==> config.mk <==
export PLATFORM = sky130hd
export DESIGN_NAME = apb_master_bridge
export DESIGN_NICKNAME = d
export VERILOG_FILES = /design/src/rtl/apb_master_bridge.sv
export SDC_FILE = /design/constraint.sdc
export NUM_CORES = 1
export LEC_CHECK = 0
export CAP_MARGIN = 20
export CELL_PAD_IN_SITES_DETAIL_PLACEMENT = 1
export CELL_PAD_IN_SITES_GLOBAL_PLACEMENT = 2
export CORE_MARGIN = 2
export CORE_UTILIZATION = 25
export CTS_CLUSTER_SIZE = 24
export DETAILED_ROUTE_END_ITERATION = 12
export MAX_ROUTING_LAYER = met4
export PLACE_DENSITY = 0.84
export SETUP_SLACK_MARGIN = 0.1
export SLEW_MARGIN = 20
export SYNTH_ARGS = -nofsm -noshare
export SYNTH_HDL_FRONTEND = slang
export SYNTH_SLANG_ARGS = --single-unit
==> constraint.sdc <==
create_clock -name PCLK -period 2.45 [get_ports PCLK]
set_input_delay 0.3675 -clock PCLK [delete_from_list [all_inputs] [get_ports PCLK]]
set_output_delay 0.3675 -clock PCLK [all_outputs]
set_load 0.05 [all_outputs]
==> src/rtl/apb_master_bridge.sv <==
// APB requester: turns a valid/ready command stream into one APB SETUP/ACCESS transfer at a time
// and returns read data / error on a valid/ready response stream. Define APB_MASTER_TIMEOUT_EN to abort stalled ACCESS phases.
module apb_master_bridge #(
    parameter int DATA_WIDTH     = 32,
    parameter int ADDR_WIDTH     = 32,
    parameter int TIMEOUT_CYCLES = 256
) (
    input  logic                    PCLK,
    input  logic                    PRESETn,
    input  logic                    cmd_valid,
    output logic                    cmd_ready,
    input  logic                    cmd_write,
    input  logic [ADDR_WIDTH-1:0]   cmd_addr,
    input  logic [DATA_WIDTH-1:0]   cmd_wdata,
    input  logic [DATA_WIDTH/8-1:0] cmd_strb,
    output logic                    rsp_valid,
    input  logic                    rsp_ready,
    output logic [DATA_WIDTH-1:0]   rsp_rdata,
    output logic                    rsp_err,
    output logic                    rsp_timeout,
    output logic                    PSELx,
    output logic                    PENABLE,
    output logic                    PWRITE,
    output logic [ADDR_WIDTH-1:0]   PADDR,
    output logic [DATA_WIDTH-1:0]   PWDATA,
    output logic [DATA_WIDTH/8-1:0] PSTRB,
    input  logic [DATA_WIDTH-1:0]   PRDATA,
    input  logic                    PREADY,
    input  logic                    PSLVERR
);

    typedef enum logic [1:0] {
        IDLE,
        SETUP,
        ACCESS,
        RESP
    } state_t;

    state_t state;

    logic pready_hit;
    logic pslverr_hit;

    // The slave may float PREADY/PSLVERR; only a driven 1 counts.
    assign pready_hit  = (PREADY === 1'b1);
    assign pslverr_hit = (PSLVERR === 1'b1);
    assign cmd_ready   = (state == IDLE);

`ifdef APB_MASTER_TIMEOUT_EN
    localparam int CNT_WIDTH = ($clog2(TIMEOUT_CYCLES + 1) > 8) ? $clog2(TIMEOUT_CYCLES + 1) : 8;

    logic [CNT_WIDTH-1:0] wait_cnt;
    logic                 timeout_q;
    logic                 limit_hit;

    // The current wait cycle is the one that brings the count up to the limit.
    assign limit_hit   = (wait_cnt == CNT_WIDTH'(TIMEOUT_CYCLES - 1));
    assign rsp_timeout = timeout_q;
`else
    assign rsp_timeout = 1'b0;
`endif

    always_ff @(posedge PCLK or negedge PRESETn) begin
        if (!PRESETn) begin
            state     <= IDLE;
            PSELx     <= 1'b0;
            PENABLE   <= 1'b0;
            PWRITE    <= 1'b0;
            PADDR     <= '0;
            PWDATA    <= '0;
            PSTRB     <= '0;
            rsp_valid <= 1'b0;
            rsp_rdata <= '0;
            rsp_err   <= 1'b0;
`ifdef APB_MASTER_TIMEOUT_EN
            wait_cnt  <= '0;
            timeout_q <= 1'b0;
`endif
        end else begin
            case (state)
                IDLE: begin
                    if (cmd_valid) begin
                        PWRITE  <= cmd_write;
                        PADDR   <= cmd_addr;
                        PWDATA  <= cmd_write ? cmd_wdata : '0;
                        PSTRB   <= cmd_write ? cmd_strb : '0;
                        PSELx   <= 1'b1;
                        PENABLE <= 1'b0;
                        state   <= SETUP;
                    end
                end
                SETUP: begin
                    PENABLE  <= 1'b1;
`ifdef APB_MASTER_TIMEOUT_EN
                    wait_cnt <= '0;
`endif
                    state    <= ACCESS;
                end
                ACCESS: begin
                    if (pready_hit) begin
                        PSELx     <= 1'b0;
                        PENABLE   <= 1'b0;
                        rsp_valid <= 1'b1;
                        rsp_rdata <= PWRITE ? '0 : PRDATA;
                        rsp_err   <= pslverr_hit;
`ifdef APB_MASTER_TIMEOUT_EN
                        timeout_q <= 1'b0;
`endif
                        state     <= RESP;
                    end
`ifdef APB_MASTER_TIMEOUT_EN
                    else if (limit_hit) begin
                        PSELx     <= 1'b0;
                        PENABLE   <= 1'b0;
                        rsp_valid <= 1'b1;
                        rsp_rdata <= '0;
                        rsp_err   <= 1'b1;
                        timeout_q <= 1'b1;
                        state     <= RESP;
                    end else begin
                        wait_cnt <= wait_cnt + 1'b1;
                    end
`endif
                end
                RESP: begin
                    if (rsp_ready) begin
                        rsp_valid <= 1'b0;
                        state     <= IDLE;
                    end
                end
                default: begin
                    PSELx     <= 1'b0;
                    PENABLE   <= 1'b0;
                    rsp_valid <= 1'b0;
                    state     <= IDLE;
                end
            endcase
        end
    end

endmodule

### Yosys cells after proc, flatten, opt, wreduce, memory -nomap -nowiden

Index checks and enable logic that the tools add are counted.

| storage, ports and cells | value |
|---|---|
| register bits | 107 |
| input bits | 107 |
| logic and storage cells | 43 |

| operators by class | value |
|---|---|
| equality and inequality tests | 8 |
| muxes and demuxes | 15 |
| reductions and logical operators | 10 |

Operator list:

| operator | count |
|---|---|
| 32-bit 2-to-1 mux | 2 |
| 3-bit AND reduction | 4 |
| 2-bit one-hot mux with 4 select lines | 1 |
| 2-bit 2-to-1 mux | 3 |
| 2-bit != test (second input constant) | 3 |
| 1-bit 2-to-1 mux | 5 |
| 2-bit == test (second input constant) | 2 |
| 4-bit 2-to-1 mux | 1 |
| 1-bit one-hot mux with 2 select lines | 2 |
| 2-bit AND reduction | 2 |
| 2-bit nonzero test | 2 |
| 1-bit one-hot mux with 3 select lines | 1 |
| 3-bit nonzero test | 1 |
| 2-bit by 1-bit == test with 1-bit output (second input constant) | 1 |
| 1-bit case equality test (second input constant) | 2 |
| 2-bit zero test | 1 |

### Longest topological paths before layout

Gate-level depths: netlist of run 1.

| depth | value |
|---|---|
| depth in word-level cells | 3 |
| mapped depth | 7 |
| gate-level depth less buffers | 5 |

### Worst setup path after synthesis of run 1

OpenSTA, ideal clock, no wires.

| timing path | value |
|---|---|
| path kind | register to register |
| start | register state[0] |
| end | register state[1] |
| data arrival time | 1413 ps |
| slack | 909 ps |
| cell stages (with the launch flop) | 6 |
| clock period less this slack | 1541 ps |
| path through | dfrtp_1 > inv_1 > ha_1 > and2b_1 > nor3_2 > mux2_1 |

| between the ends | value |
|---|---|
| longest elaborated chain between the ends | 3 |

RTL lines:

| what | RTL line | text |
|---|---|---|
| from (decl) | 39 | `state_t state;` |
| from (signal assigned) | 65 | `state <= IDLE;` |
| from (signal assigned) | 89 | `state <= SETUP;` |
| from (signal assigned) | 97 | `state <= ACCESS;` |
| 2-bit == test or 2-bit zero test (tied branches) | 80 | `case (state)` |
| 2-bit != test (no source line) | -- |  |
| 3-bit AND reduction (no source line) | -- |  |

Several ways; a longest one is shown, not always the timed one.
A chain may end at the register's enable or synchronous reset.

### Final worst setup path of run 1

| timing path | value |
|---|---|
| start | register state[0] |
| end | output cmd_ready |

| between the ends | value |
|---|---|
| longest elaborated chain between the ends | 1 |

RTL lines:

| what | RTL line | text |
|---|---|---|
| 2-bit zero test | 47 | `assign cmd_ready = (state == IDLE);` |
| to (decl) | 11 | `output logic cmd_ready,` |

No other way between the ends.

==> impl_metrics.tcl, run 1 <==
set metrics [dict create \
    p_int_mw 5.63 \
    num_vias 3606 \
    crit_path_cell_trace "inv_1 > ha_1 > dlymetal6s2s_1" \
    crit_required_ns 2.08 \
    netlist_area_mm2 0.00435 \
    drc 0 \
    wl_per_cell_um 15.5 \
    end_kind "output pin" \
    min_path_type "in -> async" \
    powerDensity_mw_per_mm2 1560 \
    path_class "reg -> out" \
    clock_latency_ns 0.34 \
    crit_slowest_cell "dfrtp_1" \
    holdWs_ns 0.0489 \
    fin_cells 833 \
    p_comb_frac 0.593 \
    dp_cells 819 \
    coreArea_mm2 0.0172 \
    grt_pass1_wl_um 20300 \
    grt_use_total 0.146 \
    antenna_left 0 \
    cts_buffers 9 \
    synth.distinct_cells 22 \
    ys_ff_latch 107 \
    cts.sinks 107 \
    hold_violations 0 \
    place.gp.congestion 0.770 \
    synthCells 398 \
    holdBufCountCts 0 \
    drt-total-wl_um 12900 \
    grt_max_degree 59 \
    crit_path_max_fanout 5 \
    status "complete, no violations" \
    timing.slew.headroom 0.549 \
    maxSlewViolCount 0 \
    clockPowerShare 0.123 \
    fill_cells 1904 \
    layout_commonest_cell "clkdlybuf4s50_1" \
    ys_seq_area_frac 0.615 \
    dieHeight_um 136 \
    worst_pin_slew_ns 0.676 \
    period_needed_ns 1.91 \
    start_util 0.253 \
    p_switching_mw 5.32 \
    antennaDiodeCount 0 \
    power_frac_seq 0.285 \
    startpoint_type "flip-flop" \
    yosysWarningCount 0 \
    firstDrtPassIters 4 \
    seq_area_mm2 0.00268 \
    final_cell_mix "clkdlybuf4s50_1 (209), dfrtp_1 (107), nand2_1 (104)" \
    syn_to_final_growth_pct 61.1 \
    multi_input_area_mm2 0.00154 \
    row_count 48 \
    clk_pin_slew_ns 0.07 \
    finClkSkew_ns 0.00604 \
    antenna_found_initial 0 \
    grt-ovfl-total 0 \
    dieArea_mm2 0.0185 \
    tritoncts "done" \
    die_x_um 136 \
    arrival_ns 1.54 \
    fin_nets 718 \
    max_clock_freq_mhz 525 \
    root_buffer "clkbuf_16" \
    max_stage_delay_ns 0.44 \
    maxCapViolations 0 \
    place.port_buffers 212 \
    finalSetupViolCount 0 \
    grt_pass1_vias 3943 \
    h-tree-depth 3 \
    swShare 0.486 \
    peakVddDrop_mv 0.732 \
    setup-tns-final_ns 0 \
    p_leak_nw 3.03 \
    rsz0062_at_grt "false" \
    period_share 0.778 \
    synth_nets 511 \
    syn_avg_cell_area_um2 10.9 \
    vias_per_cell 4.33 \
    drive_gt1_frac 0.104 \
    clk_path_buf_depth 2 \
    totalPowerFinal_mw 11.0 \
    ioPinCount 214 \
    drt-initial-drc-count 71 \
    hpwl_um 9800 \
]
[flip-flops by register name, indices dropped and copies added, names as in the netlist]
register,count
state,2
PADDR,32
PWDATA,32
PSELx,1
rsp_rdata,32
PENABLE,1
PSTRB,4
rsp_err,1
PWRITE,1
rsp_valid,1
[through the flow]
step,area (um2),setup slack (ns),util
floorplan,4350,0.909,-
global placement,6750,0.548,0.393
CTS,7010,0.133,0.408
finish,7020,0.544,0.409
global route,7020,0.364,0.409
detailed placement,6750,0.505,0.393
[worst max-delay path: cells and delay by family (launching register included)]
kind	cells	cell delay (ns)
buf+inv	2	0.56
flops	1	0.44
fa+ha+maj	1	0.20
[final cells by class]
class,instances,share of cell area
Inverter,4,0.00214
Clock buffer,12,0.0366
Clock inverter,2,0.00178
Sequential cell,107,0.382
Timing Repair Buffer,222,0.318
Multi-Input combinational cell,261,0.220
Tap cell,225,0.0401
[synth_stat cells]
cell	instances	area [um2]
mux2_2	27	304
inv_1	4	15.0
dfrtp_1	107	2680
and2b_1	1	7.51
o32a_1	1	10.0
mux2_4	8	120
conb_1	1	3.75
o2bb2ai_1	1	8.76
buf_4	1	7.51
mux2_1	1	11.3
nor2b_1	2	12.5
nand2_2	1	6.26
o21ai_0	71	355
clkbuf_1	14	52.6
a21oi_1	2	10.0
buf_2	9	45.0
nor3_2	1	10.0
ha_1	6	75.1
nor3_1	1	5.00
nand2b_1	32	200
nand2_1	105	394
buf_6	2	22.5
[path summary, 6_finish.rpt]
check                                       endpoint             startpoint  depth (start not counted)  slack [ns]
min in group PCLK              PWDATA[0]$_DFFE_PN0P_  PWDATA[0]$_DFFE_PN0P_                          2        0.48
min                        rsp_rdata[16]$_DFFE_PN0P_                PRESETn                          1        0.05
max in group asynchronous   rsp_rdata[5]$_DFFE_PN0P_                PRESETn                          2        1.62
min reg2reg                    PWDATA[0]$_DFFE_PN0P_  PWDATA[0]$_DFFE_PN0P_                          2        0.48
max reg2reg                rsp_rdata[25]$_DFFE_PN0P_   state[0]$_DFFE_PN0P_                          6        0.56
max                                        cmd_ready   state[0]$_DFFE_PN0P_                          3        0.54
[per-layer routing]
layer / GRT usage / wire, um / share of wire
met1: 0.169 / 5190 / 0.40
met2: 0.247 / 6590 / 0.51
met3: 0.0500 / 1050 / 0.082
met4: 0.0313 / 87 / 0.0067
met5: - / 0 / 0
[what timing repair did]
action,4_1_cts,5_1_grt
endpoints found under the setup margin,0,1
endpoints found under the hold margin,0,0
buffers inserted,0,0
resized for setup,0,1
[power groups by stage]
stage               Clock (mW)  Combinational (mW)  Sequential (mW)
floorplan                    0                1.33             5.95
global placement             0                6.44             3.11
detailed placement           0                6.56             3.16
CTS                       1.42                6.58             3.13
global route              1.49                6.84             3.23
finish                    1.35                6.49             3.12
[cells by family after synthesis]
| group | share of synthesized area |
|---|---|
| other | 0.000861 |
| buffers and inverters | 0.0328 |
| flip-flops | 0.615 |
| AO/OA/AOI/OAI | 0.0882 |
| adder cells (fa/ha/maj) | 0.0172 |
| multiplexers | 0.100 |
| AND/OR/NAND/NOR | 0.146 |
Power figures use the tool's default switching activity.
==> inputs of run 2 (changes only) <==
Settings changed: CORE_UTILIZATION 25 to 21, PLACE_DENSITY 0.84 to 0.75.
Clock period 2.45 ns to 1.6 ns, I/O delays scaled along.
==> run 2 against run 1 <==
Effect of this change: hold slack better by 0.38 ns; utilization down 4.1 points; register-to-register slack worse by 0.51 ns; count of clock-buffer cells in the layout down 2; routed wire length up 12%; power up 63%; die area up 18%; cell area up 6.3%; clock skew up 0.00099 ns; largest power group unchanged; first-iteration DRC count up 11%; via count up 2.5%; highest routed layer unchanged.
==> impl_metrics.tcl, run 2 (same netlist as run 1, synthesis figures left out) <==
set metrics [dict create \
    place_area_mm2 0.00664 \
    fin_cells 908 \
    holdWs_ns 0.431 \
    p_comb_frac 0.602 \
    cts.sinks 107 \
    clk_pin_slew_ns 0.08 \
    arrival_ns 1.79 \
    drt-initial-drc-count 79 \
    timing.slew.headroom 0.603 \
    syn_to_final_growth_pct 71.3 \
    drc 0 \
    clock_latency_ns 0.35 \
    crit_required_ns 1.84 \
    powerDensity_mw_per_mm2 2390 \
    period_needed_ns 1.55 \
    h-tree-depth 3 \
    antennaDiodeCount 0 \
    power_frac_seq 0.271 \
    startpoint "state[1]$_DFFE_PN0P_" \
    fin_nets 746 \
    regToRegSetupSlack_ns 0.05 \
    fin_area_mm2 0.00746 \
    path_class "reg -> reg" \
    start_util 0.214 \
    grt_use_total 0.128 \
    final_cell_mix "buf_4 (120), dfrtp_1 (106), clkdlybuf4s50_1 (105)" \
    fill_cells 2260 \
    wl_per_cell_um 15.9 \
    antenna_left 0 \
    startpoint_type "flip-flop" \
    min_path_type "in -> reg" \
    r2r-start "state[1]$_DFFE_PN0P_" \
    met3_usage 0.0417 \
    tritoncts "done" \
    finalSetupViolCount 0 \
    place.gp.congestion 0.761 \
    globalRoute.busiestLayer "met2" \
    top_regs "PADDR: 32 flops, PWDATA: 32 flops, rsp_rdata: 32 flops" \
    max_clock_freq_mhz 645 \
    use_met2 0.209 \
    maxSlewViolCount 0 \
    rsz0062_at_grt "true" \
    finClkSkew_ns 0.00704 \
    row_count 52 \
    clk_path_buf_depth 2 \
    ioPinCount 214 \
    grt-ovfl-total 0 \
    period_share 0.969 \
    grt_pass1_vias 4061 \
    totalPowerFinal_mw 17.8 \
    coreArea_mm2 0.0203 \
    root_buffer "clkbuf_16" \
    end_kind "flip-flop" \
    maxCapViolations 0 \
    drt-total-wl_um 14400 \
    antenna_found_initial 0 \
    drive_gt1_frac 0.356 \
    place.port_buffers 212 \
    hpwl_um 9840 \
    swShare 0.493 \
    dp_cells 872 \
    num_vias 3697 \
    worst_pin_slew_ns 0.595 \
    p_leak_nw 3.45 \
    p_int_mw 9.04 \
    firstDrtPassIters 4 \
    setup-tns-final_ns 0 \
    grt_max_degree 108 \
    use_met1 0.152 \
    p_switching_mw 8.79 \
    dieArea_mm2 0.0219 \
    grt_pass1_wl_um 21700 \
    layout_commonest_cell "buf_4" \
    die_x_um 148 \
    holdCritStartpoint "cmd_wdata[16]" \
    crit_path_max_fanout 5 \
    cts_buffers 9 \
    peakVddDrop_mv 0.908 \
    clockPowerShare 0.127 \
    status "complete, no violations" \
    dieHeight_um 148 \
    hold_violations 0 \
    vias_per_cell 4.07 \
]
## run 2: cell count changes in the layout (fill, tap and decap cells not counted), sizes merged
cell	change
bufbuf	+1
inv	+4
clkinv	+1
dlygate4sd3	+1
buf	+125
clkdlybuf4s50	-104
clkinvlp	-1
dlymetal6s2s	-1
nand2	+1
clkbuf	+3
## run 2: repair_timing
item | CTS | global route
buffers inserted | 6 | 3
gates cloned | 2 | 8
endpoints found under the hold margin | 17 | 0
hold buffers | 1 | 0
pin swaps | 1 | 10
gates resized for setup | 11 | 76
setup endpoints to repair | 63 | 89
## run 2: worst max-delay path: stages (launching register included)
cell and delay [ns]:
dfrtp_2 0.47, buf_4 0.16, ha_2 0.16, nor2b_4 0.13
nor3_4 0.19, mux2_4 0.31
## run 2: cell type report
cell class / count / area [um2] / area share
Clock buffer: 10 / 239 / 0.0320
Tap cell: 270 / 338 / 0.0453
Sequential cell: 107 / 2680 / 0.359
Clock inverter: 6 / 62.6 / 0.00839
Inverter: 4 / 20.0 / 0.00268
Timing Repair Buffer: 249 / 2410 / 0.323
Multi-Input combinational cell: 262 / 1710 / 0.230
## run 2: worst paths after layout
| check | depth (start not counted) | end |
|---|---|---|
| max | 5 | state[1]$_DFFE_PN0P_ |
| min | 3 | PWDATA[16]$_DFFE_PN0P_ |
| max reg2reg | 5 | state[1]$_DFFE_PN0P_ |
| min reg2reg | 2 | rsp_rdata[18]$_DFFE_PN0P_ |
| max in group asynchronous | 3 | PWDATA[11]$_DFFE_PN0P_ |
| min in group asynchronous | 3 | PADDR[20]$_DFFE_PN0P_ |
## run 2: layer usage
| layer | wire length (um) | part of all wire | up-vias |
|---|---|---|---|
| met4 | 111 | 0.0077 | 0 |
| met2 | 7120 | 0.49 | 134 |
| met5 | 0 | 0 | - |
| met3 | 1070 | 0.074 | 7 |
| li1 | - | - | 1766 |
| met1 | 6130 | 0.42 | 1790 |
## run 2: stage by stage
step,util,setup WS [ns]
after floorplan,-,0.102
after global placement,0.327,-0.0488
after detailed placement,0.327,-0.0184
after CTS,0.350,0.0512
after global routing,0.367,0.00592
final,0.367,0.0503
## run 2: power by group through the flow
| stage | Clock, mW | Sequential (mW) | Combinational (mW) |
|---|---|---|---|
| global route | 2.47 | 5.01 | 11.3 |
| floorplan | 0 | 9.12 | 2.04 |
| detailed placement | 0 | 4.83 | 9.83 |
| CTS | 2.37 | 4.79 | 10.2 |
| finish | 2.26 | 4.83 | 10.7 |
| global placement | 0 | 4.74 | 9.67 |
